File: src/rtl/i2c_target_regs.sv
// I2C target with an internal register file.
// Oversamples SCL/SDA on clk, decodes START/STOP, ACKs its own address,
// writes received bytes into the register file and serves reads,
// including reads that follow a repeated START.
module i2c_target_regs #(
    parameter logic [6:0] SLAVE_ADDR = 7'h42,
    parameter int         DEPTH      = 16,
    parameter int         DATA_WIDTH = 8,
    localparam int        AW         = $clog2(DEPTH)
) (
    input  logic                  clk,
    input  logic                  rst,
    input  logic                  scl_in,
    input  logic                  sda_in,
    output logic                  sda_oe,
    output logic                  reg_wr_en,
    output logic [AW-1:0]         reg_wr_addr,
    output logic [DATA_WIDTH-1:0] reg_wr_data,
    input  logic [AW-1:0]         host_rd_addr,
    output logic [DATA_WIDTH-1:0] host_rd_data,
    output logic                  busy
);

    typedef enum logic [3:0] {
        S_IDLE,
        S_ADDR,
        S_ADDR_ACK,
        S_REG,
        S_REG_ACK,
        S_WDATA,
        S_WDATA_ACK,
        S_RDATA,
        S_RDATA_ACK,
        S_IGNORE
    } state_t;

    // Register indices are compared as 9-bit values so DEPTH = 256 works.
    localparam logic [8:0] DEPTH_LIMIT = 9'(DEPTH);

    state_t                state;
    logic                  scl_s1, scl_s2, scl_prev;
    logic                  sda_s1, sda_s2, sda_prev;
    logic [DATA_WIDTH-2:0] shift_reg;
    logic [DATA_WIDTH-1:0] tx_reg;
    logic [3:0]            bit_cnt;
    logic                  phase;
    logic                  rw;
    logic [AW-1:0]         pointer;
    logic [DATA_WIDTH-1:0] regfile [DEPTH];

    logic                  scl_rise, scl_fall, start_det, stop_det;
    logic [DATA_WIDTH-1:0] rx_byte;

    assign scl_rise  = scl_s2 & ~scl_prev;
    assign scl_fall  = ~scl_s2 & scl_prev;
    assign start_det = scl_s2 & scl_prev & sda_prev & ~sda_s2;
    assign stop_det  = scl_s2 & scl_prev & ~sda_prev & sda_s2;

    // Byte as it stands once the current bit is shifted in.
    assign rx_byte = {shift_reg, sda_s2};

    assign host_rd_data = regfile[host_rd_addr];

    // Two-flop synchronizers plus a previous sample; reset to the idle-bus level.
    always_ff @(posedge clk) begin
        if (rst) begin
            scl_s1   <= 1'b1;
            scl_s2   <= 1'b1;
            scl_prev <= 1'b1;
            sda_s1   <= 1'b1;
            sda_s2   <= 1'b1;
            sda_prev <= 1'b1;
        end else begin
            scl_s1   <= scl_in;
            scl_s2   <= scl_s1;
            scl_prev <= scl_s2;
            sda_s1   <= sda_in;
            sda_s2   <= sda_s1;
            sda_prev <= sda_s2;
        end
    end

    // Protocol state machine, register file and all registered outputs.
    // ACK slots use 'phase': first SCL fall pulls SDA, second fall releases it.
    always_ff @(posedge clk) begin
        if (rst) begin
            state       <= S_IDLE;
            sda_oe      <= 1'b0;
            reg_wr_en   <= 1'b0;
            reg_wr_addr <= '0;
            reg_wr_data <= '0;
            busy        <= 1'b0;
            shift_reg   <= '0;
            tx_reg      <= '0;
            bit_cnt     <= '0;
            phase       <= 1'b0;
            rw          <= 1'b0;
            pointer     <= '0;
            for (int i = 0; i < DEPTH; i++) begin
                regfile[i] <= '0;
            end
        end else begin
            reg_wr_en <= 1'b0;
            if (start_det) begin
                state   <= S_ADDR;
                bit_cnt <= '0;
                busy    <= 1'b1;
                sda_oe  <= 1'b0;
                phase   <= 1'b0;
            end else if (stop_det) begin
                state  <= S_IDLE;
                busy   <= 1'b0;
                sda_oe <= 1'b0;
                phase  <= 1'b0;
            end else begin
                case (state)
                    S_IDLE: begin
                        sda_oe <= 1'b0;
                    end

                    S_ADDR: begin
                        if (scl_rise) begin
                            shift_reg <= rx_byte[DATA_WIDTH-2:0];
                            if (bit_cnt == 4'd7) begin
                                bit_cnt <= '0;
                                rw      <= rx_byte[0];
                                phase   <= 1'b0;
                                state   <= (rx_byte[7:1] == SLAVE_ADDR) ? S_ADDR_ACK : S_IGNORE;
                            end else begin
                                bit_cnt <= bit_cnt + 4'd1;
                            end
                        end
                    end

                    S_ADDR_ACK: begin
                        if (scl_fall) begin
                            if (!phase) begin
                                sda_oe <= 1'b1;
                                phase  <= 1'b1;
                            end else begin
                                phase <= 1'b0;
                                if (rw) begin
                                    tx_reg  <= {regfile[pointer][DATA_WIDTH-2:0], 1'b0};
                                    sda_oe  <= ~regfile[pointer][DATA_WIDTH-1];
                                    bit_cnt <= 4'd1;
                                    state   <= S_RDATA;
                                end else begin
                                    sda_oe  <= 1'b0;
                                    bit_cnt <= '0;
                                    state   <= S_REG;
                                end
                            end
                        end
                    end

                    S_REG: begin
                        if (scl_rise) begin
                            shift_reg <= rx_byte[DATA_WIDTH-2:0];
                            if (bit_cnt == 4'd7) begin
                                bit_cnt <= '0;
                                phase   <= 1'b0;
                                if ({1'b0, rx_byte} < DEPTH_LIMIT) begin
                                    pointer <= rx_byte[AW-1:0];
                                    state   <= S_REG_ACK;
                                end else begin
                                    state <= S_IGNORE;
                                end
                            end else begin
                                bit_cnt <= bit_cnt + 4'd1;
                            end
                        end
                    end

                    S_REG_ACK, S_WDATA_ACK: begin
                        if (scl_fall) begin
                            if (!phase) begin
                                sda_oe <= 1'b1;
                                phase  <= 1'b1;
                            end else begin
                                sda_oe  <= 1'b0;
                                phase   <= 1'b0;
                                bit_cnt <= '0;
                                state   <= S_WDATA;
                            end
                        end
                    end

                    S_WDATA: begin
                        if (scl_rise) begin
                            shift_reg <= rx_byte[DATA_WIDTH-2:0];
                            if (bit_cnt == 4'd7) begin
                                bit_cnt          <= '0;
                                phase            <= 1'b0;
                                reg_wr_en        <= 1'b1;
                                reg_wr_addr      <= pointer;
                                reg_wr_data      <= rx_byte;
                                regfile[pointer] <= rx_byte;
                                pointer          <= pointer + AW'(1);
                                state            <= S_WDATA_ACK;
                            end else begin
                                bit_cnt <= bit_cnt + 4'd1;
                            end
                        end
                    end

                    S_RDATA: begin
                        if (scl_fall) begin
                            if (bit_cnt < 4'd8) begin
                                sda_oe  <= ~tx_reg[DATA_WIDTH-1];
                                tx_reg  <= {tx_reg[DATA_WIDTH-2:0], 1'b0};
                                bit_cnt <= bit_cnt + 4'd1;
                            end else begin
                                sda_oe  <= 1'b0;
                                pointer <= pointer + AW'(1);
                                phase   <= 1'b0;
                                state   <= S_RDATA_ACK;
                            end
                        end
                    end

                    S_RDATA_ACK: begin
                        if (scl_rise) begin
                            if (sda_s2) begin
                                state <= S_IGNORE;
                            end else begin
                                phase <= 1'b1;
                            end
                        end else if (scl_fall && phase) begin
                            phase   <= 1'b0;
                            tx_reg  <= {regfile[pointer][DATA_WIDTH-2:0], 1'b0};
                            sda_oe  <= ~regfile[pointer][DATA_WIDTH-1];
                            bit_cnt <= 4'd1;
                            state   <= S_RDATA;
                        end
                    end

                    S_IGNORE: begin
                        sda_oe <= 1'b0;
                    end

                    default: begin
                        state  <= S_IDLE;
                        sda_oe <= 1'b0;
                    end
                endcase
            end
        end
    end

endmodule

File: config.mk
export PLATFORM = sky130hd
export DESIGN_NAME = i2c_target_regs
export DESIGN_NICKNAME = d
export VERILOG_FILES = /design/src/rtl/i2c_target_regs.sv
export SDC_FILE = /design/constraint.sdc
export NUM_CORES = 1
export LEC_CHECK = 0
export ABC_CLOCK_PERIOD_IN_PS = 3000
export BUFFER_PORTS_ARGS = -buffer_cell sky130_fd_sc_hd__clkbuf_2
export CAP_MARGIN = 20
export CORE_ASPECT_RATIO = 1.75
export CORE_MARGIN = 3
export CORE_UTILIZATION = 35
export CTS_CLUSTER_SIZE = 8
export DETAILED_ROUTE_END_ITERATION = 6
export GPL_ROUTABILITY_DRIVEN = 1
export GPL_TIMING_DRIVEN = 0
export SYNTH_ARGS = -nofsm -noshare
export SYNTH_HDL_FRONTEND = slang
export SYNTH_SLANG_ARGS = --single-unit
File: constraint.sdc
create_clock -name clk -period 3 [get_ports clk]
set_input_delay 0.15 -clock clk [delete_from_list [all_inputs] [get_ports clk]]
set_output_delay 0.15 -clock clk [all_outputs]
set_load 0.005 [all_outputs]
Word level (Yosys, flattened, before mapping)
Memory sizes are Yosys's and may differ from the RTL's. A register that Yosys moved wholly into a read port is not among the register bits.
Cells that the tools add are included.
{"block": "op_classes", "magnitude_cmp": 2, "n_bitwise": 17, "addsub": 2, "mux": 83, "reduce_logical": 24, "eq_ne": 49}
{"cell": "two-way mux 4 bit", "count": 37}
{"cell": "two-way mux 8 bit", "count": 8}
{"cell": "inequality test 4 bit, second input constant", "count": 12}
{"cell": "inequality test 2 bit, second input constant", "count": 17}
{"cell": "one-hot mux 4 bit (8 select lines)", "count": 1}
{"cell": "two-way mux 1 bit", "count": 31}
{"cell": "AND reduction 15 bit", "count": 2}
{"cell": "one-hot mux 8 bit (3 select lines)", "count": 1}
{"cell": "equality test 4 x 3 -> 1 bit, second input constant", "count": 5}
{"cell": "one-hot mux 4 bit (5 select lines)", "count": 1}
{"cell": "AND reduction 10 bit", "count": 2}
{"cell": "one-hot mux 4 bit (3 select lines)", "count": 1}
{"cell": "AND reduction 11 bit", "count": 1}
{"cell": "inequality test 5 bit, second input constant", "count": 2}
{"cell": "inverter 1 bit", "count": 10}
{"cell": "AND reduction 5 bit", "count": 2}
{"cell": "inequality test 3 bit, second input constant", "count": 3}
{"cell": "OR reduction 3 bit", "count": 3}
{"cell": "adder 4 x 1 -> 4 bit, second input constant", "count": 2}
{"cell": "equality test 4 x 2 -> 1 bit, second input constant", "count": 2}
{"cell": "equality test 4 bit, second input constant", "count": 2}
{"cell": "< comparator 8 x 5 -> 1 bit, second input constant", "count": 1}
{"cell": "AND reduction 8 bit", "count": 1}
{"cell": "OR reduction 8 bit", "count": 1}
{"cell": "18 further kinds", "count": 29}
{"block": "word_totals", "output_inout_bits": 23, "reg_bits": 50, "memories": 1, "ram_bits": 128}
{"memory": "regfile", "depth": 16, "word_bits": 8, "read_ports": 2, "rd_ports_with_merged_regs": 1, "write_ports": 16, "line": "49", "text": "logic [DATA_WIDTH-1:0] regfile [DEPTH];"}

Logic depth before layout (Yosys ltp)
Gate-level depths: netlist of run 1.
{"block": "logic_depth", "ltp_word": 10, "ltp_mapped": 7}

Worst setup path after synthesis of run 1
No wires, ideal clock.
{"block": "synth_timing", "path_kind": "register to register", "from": "register scl_prev", "to": "memory regfile[14][0] (enable)", "n_path_buf": 1, "period_less_slack_ns": 2.388, "path_slack_ns": 0.612, "t_arrival_ns": 2.004, "path_stages_with_launch": 6, "cell_sequence": "dfxtp_1 > buf_6 > nand2b_4 > nor4_4 > nand2_4 > o21ai_0"}
{"element": "start: declaration", "line": "41", "text": "logic scl_s1, scl_s2, scl_prev;"}
{"element": "start signal: assignment", "line": "76", "text": "scl_prev <= scl_s2;"}
{"element": "end: declaration", "line": "49"}

==> results of run 1 <==
critical path: cells and delay by family, from the launching register on:
kind / cells / cell delay [ns]
flip-flops: 1 / 0.44
buffers and inverters: 1 / 0.22
AND/OR/NAND/NOR: 3 / 0.89
AO/OA/AOI/OAI: 1 / 0.84
per-layer routing:
layer | vias to the layer above | routed length, um | global-route usage
met5 | - | 0 | 0
met1 | 3255 | 9670 | 0.1899
met3 | 70 | 962 | 0.03774
li1 | 3064 | - | -
met4 | 0 | 1704 | 0.1225
met2 | 176 | 15890 | 0.3743
cells in the final DEF, fill, tap and decap left out, types with 4 or more instances in the layout:
cell          n
nand3b_1      5
edfxtp_1    128
inv_1         6
clkinvlp_4    5
a22oi_1      13
nor3_1        7
and3_1        4
mux2i_1      11
nand3_1      23
clkbuf_2     27
nor2b_1       7
a211oi_1      4
ha_1          5
dfxtp_1      53
o21ai_1       5
nand2b_1      6
nor2_4       16
o31ai_1       4
nand2_1      63
clkbuf_16    17
or2_2         8
nor2_1       18
a21oi_1      34
buf_2        28
and2_1      132
o21ai_0      31
nand2_4       4
inv_6         4
clkbuf_1     39
mux4_2       72
buf_4         4
worst paths after layout:
check / from / end / slack, ns / depth (start not counted)
worst min-delay path: rst / sda_oe / 0.20 / 3
worst max register to register: state[2] / regfile[4][7] / 0.21 / 5
worst max-delay path: state[2] / regfile[4][7] / 0.21 / 5
worst min register to register: scl_s1 / scl_s2 / 0.41 / 1
what timing repair did:
action,in CTS,in global routing
endpoints found under the hold margin,2,0
hold buffers,2,0
buffers inserted,0,0
gates resized for setup,0,0
cells by family after synthesis:
family          count (synthesis)  share of synthesized area
compound gates                123                    0.08130
xor+xnor                        2                   0.001796
fa+ha+maj                       6                   0.007438
buf+inv                        66                    0.02975
flops                         181                     0.5027
mux                            86                     0.1809
simple gates                  318                     0.1961
power groups by stage:
stage / registers (mW) / clock network (mW) / logic (mW)
finish: 2.79 / 2.17 / 0.339
global route: 2.79 / 2.32 / 0.360
CTS: 2.79 / 2.22 / 0.343
detailed placement: 2.84 / 0 / 0.340
global placement: 2.84 / 0 / 0.330
floorplan: 2.82 / 0 / 0.217
cell type report:
type                       instances  area share
timing repair buffer              44     0.02158
inverter                           6    0.002045
clock buffer                      19     0.03930
buffer                            60     0.02431
tap                              369     0.04192
clock inverter                    13     0.01136
multi-input combinational        535      0.4142
sequential                       181      0.4453
==> results_dict.tcl, run 1 <==
set metrics [dict create \
    status "finished, final reports clean" \
    drv_slew 0 \
    dp.cells 1191 \
    ys_seq_elements 181 \
    netlist_top_cells_area "edfxtp_1 (39%), mux4_2 (17%), dfxtp_1 (11%)" \
    netlist_instances 782 \
    n_antenna_cell 0 \
    netSwitchingPower_mw 1.245 \
    drc_errors 0 \
    grt_pass1_vias 6855 \
    max_freq_ghz 0.3582 \
    via_per_inst 5.350 \
    leakage_nw 3.780 \
    path_cells "buf_4 > nand2b_1 > nor4_4 > nand2_4 > o21ai_1" \
    top_regs "regfile (128), reg_wr_data (8)" \
    synth_edf_count 128 \
    grt_max_degree 17 \
    die-area_sq_um 29990 \
    p_seq_frac 0.526 \
    fp.dieH_um 226.9 \
    synth.yosys.seq_area_share 0.5027 \
    hold_violations 0 \
    switching_share 0.2350 \
    htreeDepth 4 \
    first_iter_violations 480 \
    slowest_delay_ns 0.84 \
    nets 858 \
    cts_made_buffers 17 \
    power.share.combinational 0.064 \
    area_growth_pct 12.89 \
    p_per_area_nw_per_um2 481.0 \
    std_cell_rows 80 \
    layout-drive-gt1-share 0.2378 \
    path_max_fanout 10 \
    hp-class "in2reg" \
    synth_top_area_frac 0.3939 \
    track_usage 0.1951 \
    start_util 0.3571 \
    cts_tree "built" \
    clockBufferDepth 2 \
    wl_per_cell_um 23.00 \
    power_mw 5.298 \
    portBuffers 27 \
    fin_crit_sh 0.9307 \
    crit_required_ns 3.06 \
    core-area_sq_um 27330 \
    postSynthAreaPerCell_sq_um 12.48 \
    largest_reg_flops 128 \
    hold_slack_ns 0.2023 \
    wirelength_mm 28.23 \
    yosysMostFrequentCell "and2_1" \
    drtPass1Iterations 4 \
    slew_headroom 0.3127 \
    fin_ws_ns 0.2079 \
    multi_input_area_sq_um 4562 \
    clock_sinks 181 \
    placed_area_sq_um 10420 \
    async_reset_ff_frac 0 \
    crit_path_start_kind "flip-flop" \
    tightest_slew_ns 1.024 \
    drv_cap 0 \
    fin_area_sq_um 11010 \
    fin_tns_setup_ns 0 \
    yosys_most_used_dff "edfxtp_1" \
    setup_violations 0 \
    post-route-util 0.4031 \
    fillCellCount 2602 \
    synth.largest_area_cell "edfxtp_1" \
    regMostFlops "regfile" \
    synth-warning-count 0 \
    crit_type "reg2reg" \
    grt-ovfl-total 0 \
    pin_count 31 \
    clk_latency_ns 0.45 \
    rsz0062_at_grt "false" \
    vias 6565 \
    worst_path_max_delay_cell "o21ai_1" \
    fin_crit_ns 2.792 \
    irDropWorstVdd_mv 0.3878 \
    clock-root-buffer "clkbuf_16" \
    endpoint_kind "flip-flop" \
    synthesis.nets 795 \
    post-place-ws_ns 0.1465 \
    syn_area_sq_um 9757 \
    cp_data_arrival_time_ns 2.86 \
    fin_skew_ns 0.008745 \
    synth_cell_types 72 \
    ant_nets 0 \
    finalNonFillerCells 1227 \
    gp_congestion 0.9171 \
    p_int_mw 4.053 \
    antenna_found_initial 0 \
    grt_pass1_wl_mm 42.77 \
    synthTopCellsByCount "and2_1 (132), edfxtp_1 (128), mux4_2 (72), nand2_1 (63), dfxtp_1 (53)" \
    die-width_um 132.2 \
    clk_pin_slew_worst_paths_ns 0.07 \
    seqCellArea_sq_um 4905 \
    dp_hpwl_mm 22.04 \
    power_frac_clock 0.410 \
]
Note: power is estimated with default switching activity, not from simulation.
==> run 2: changes to the inputs <==
--- a/config.mk
+++ b/config.mk
@@ -5,7 +5,7 @@
 export SDC_FILE = /design/constraint.sdc
 export NUM_CORES = 1
 export LEC_CHECK = 0
-export ABC_CLOCK_PERIOD_IN_PS = 3000
+export ABC_CLOCK_PERIOD_IN_PS = 3100
 export BUFFER_PORTS_ARGS = -buffer_cell sky130_fd_sc_hd__clkbuf_2
 export CAP_MARGIN = 20
 export CORE_ASPECT_RATIO = 1.75
@@ -15,6 +15,7 @@
 export DETAILED_ROUTE_END_ITERATION = 6
 export GPL_ROUTABILITY_DRIVEN = 1
 export GPL_TIMING_DRIVEN = 0
+export PLACE_DENSITY = 0.54
 export SYNTH_ARGS = -nofsm -noshare
 export SYNTH_HDL_FRONTEND = slang
 export SYNTH_SLANG_ARGS = --single-unit
==> constraint.sdc (replaced) <==
create_clock -name clk -period 3.1 [get_ports clk]
set_input_delay 0.155 -clock clk [delete_from_list [all_inputs] [get_ports clk]]
set_output_delay 0.155 -clock clk [all_outputs]
set_load 0.005 [all_outputs]
==> run 2 against run 1 <==
Compared with the run above:
- clock power increased by 9.7%
- final area increased by 0.51%
- cell count decreased by 0.33%
- count of clock-buffer cells in the layout unchanged
- first-iteration DRC count increased by 7.7%
- via count increased by 0.49%
- routed wire length increased by 3.4%
- critical endpoint is now regfile[8][6]
- largest power group unchanged
- highest routed layer unchanged
==> results_dict.tcl, run 2 (synthesis gave the netlist of run 1 again) <==
set metrics [dict create \
    die-area_sq_um 29990 \
    status "finished, final reports clean" \
    slew_headroom 0.3482 \
    endpoint_kind "flip-flop" \
    track_usage 0.1988 \
    std_cell_rows 80 \
    htreeDepth 4 \
    clk_pin_slew_worst_paths_ns 0.07 \
    seqCellArea_sq_um 4905 \
    cts_made_buffers 17 \
    crit_start "bit_cnt[0]" \
    hp-start "rst" \
    fin_ws_ns 0.3382 \
    drv_slew 0 \
    fin_skew_ns 0.008000 \
    cts_tree "built" \
    wirelength_mm 29.18 \
    fin_crit_sh 0.8909 \
    finalNonFillerCells 1223 \
    p_per_area_nw_per_um2 488.0 \
    max_freq_ghz 0.3621 \
    rsz0062_at_grt "false" \
    worst-path-buf-inv 1 \
    first_iter_violations 517 \
    grt_pass1_vias 6685 \
    gp_congestion 0.9728 \
    irDropWorstVdd_mv 0.3338 \
    final_common_cell "and2_1" \
    clock_sinks 181 \
    setup_violations 0 \
    ant_nets 0 \
    rr_startpoint "bit_cnt[0]" \
    crit_family "compound AO/OA/AOI/OAI gates" \
    start_util 0.3571 \
    fillCellCount 2593 \
    top_regs "regfile (128), reg_wr_data (8)" \
    core-area_sq_um 27330 \
    crit_path_start_kind "flip-flop" \
    hp-class "in2reg" \
    slowest_delay_ns 0.91 \
    clock-root-buffer "clkbuf_16" \
    portBuffers 27 \
    pin_count 31 \
    dp_hpwl_mm 22.34 \
    crit_required_ns 3.17 \
    drtPass1Iterations 5 \
    cp_data_arrival_time_ns 2.83 \
    grt_max_degree 17 \
    antenna_found_initial 0 \
    nets 855 \
    vias 6597 \
    grt-ovfl-total 0 \
    post-place-ws_ns 0.2114 \
    hold_violations 0 \
    leakage_nw 3.812 \
    n_antenna_cell 0 \
    die-width_um 132.2 \
    grt_pass1_wl_mm 43.12 \
    drv_cap 0 \
    dp.cells 1187 \
    clk_latency_ns 0.44 \
    clockBufferDepth 2 \
    via_per_inst 5.394 \
    fp.dieH_um 226.9 \
    path_max_fanout 8 \
    path_cells "ha_1 > and3b_1 > buf_2 > nand3b_1 > o21ai_1" \
    layout-drive-gt1-share 0.2342 \
    worst_path_max_delay_cell "o21ai_1" \
    drc_errors 0 \
    final_cell_mix "and2_1 (132), edfxtp_1 (128), mux4_2 (72)" \
    wl_per_cell_um 23.86 \
    tightest_slew_ns 0.9712 \
    regMostFlops "regfile" \
    area_growth_pct 13.46 \
    largest_reg_flops 128 \
    post_cts_resized 0 \
    crit_type "reg2reg" \
    multi_input_area_sq_um 4562 \
    fin_crit_ns 2.762 \
]
==> run 2: through the flow <==
stage	instance area (sq um)	util	power (mW)	setup TNS, ns	hold slack [ns]
detailed placement	10400	0.3805	3.083	0	0.3454
floorplan	9757	-	2.941	0	0.2588
global route	11070	0.4051	5.570	0	0.2884
global placement	10350	0.3789	3.073	-0.6338	0.3400
CTS	11050	0.4045	5.456	0	0.2455
finish	11070	0.4051	5.403	0	0.2780
==> run 2: final timing paths <==
kind              endpoint  slack, ns  depth (start not counted)
max          regfile[8][6]       0.34                          5
min               state[3]       0.28                          4
max reg2reg  regfile[8][6]       0.34                          5
min reg2reg         sda_s2       0.41                          1
==> run 2: layout make-up <==
| type | count | area share |
|---|---|---|
| Clock inverter | 12 | 0.01820 |
| Clock buffer | 19 | 0.03910 |
| Tap cell | 369 | 0.04170 |
| Inverter | 6 | 0.002034 |
| Sequential cell | 181 | 0.4430 |
| Multi-Input combinational cell | 535 | 0.4121 |
| Buffer | 60 | 0.02419 |
| Timing Repair Buffer | 41 | 0.01967 |
==> run 2: timing repair <==
item | 4_1_cts | 5_1_grt
endpoints found under the setup margin | 0 | 0
hold buffers | 2 | 0
buffers inserted | 0 | 0
endpoints found under the hold margin | 2 | 0
==> run 2: per-layer routing <==
| metal | track usage | part of all wire | up-vias | wire, um |
|---|---|---|---|---|
| li1 | - | - | 3068 | - |
| met1 | 0.2052 | 0.36 | 3334 | 10620 |
| met2 | 0.3920 | 0.57 | 144 | 16710 |
| met3 | 0.02798 | 0.021 | 51 | 604 |
| met4 | 0.09195 | 0.043 | 0 | 1241 |
| met5 | 0 | 0 | - | 0 |
==> run 2: tightest hold or removal path, cell delays in order <==
cell,delay (ns)
clkbuf_2,0.17
a21oi_1,0.17
nand2_1,0.11
mux2i_1,0.06
==> run 2: report_power, final <==
group / total, mW / internal (mW) / switching (mW)
Combinational: 0.332 / 0.149 / 0.183
Clock: 2.38 / 1.43 / 0.946
Sequential: 2.69 / 2.66 / 0.0379
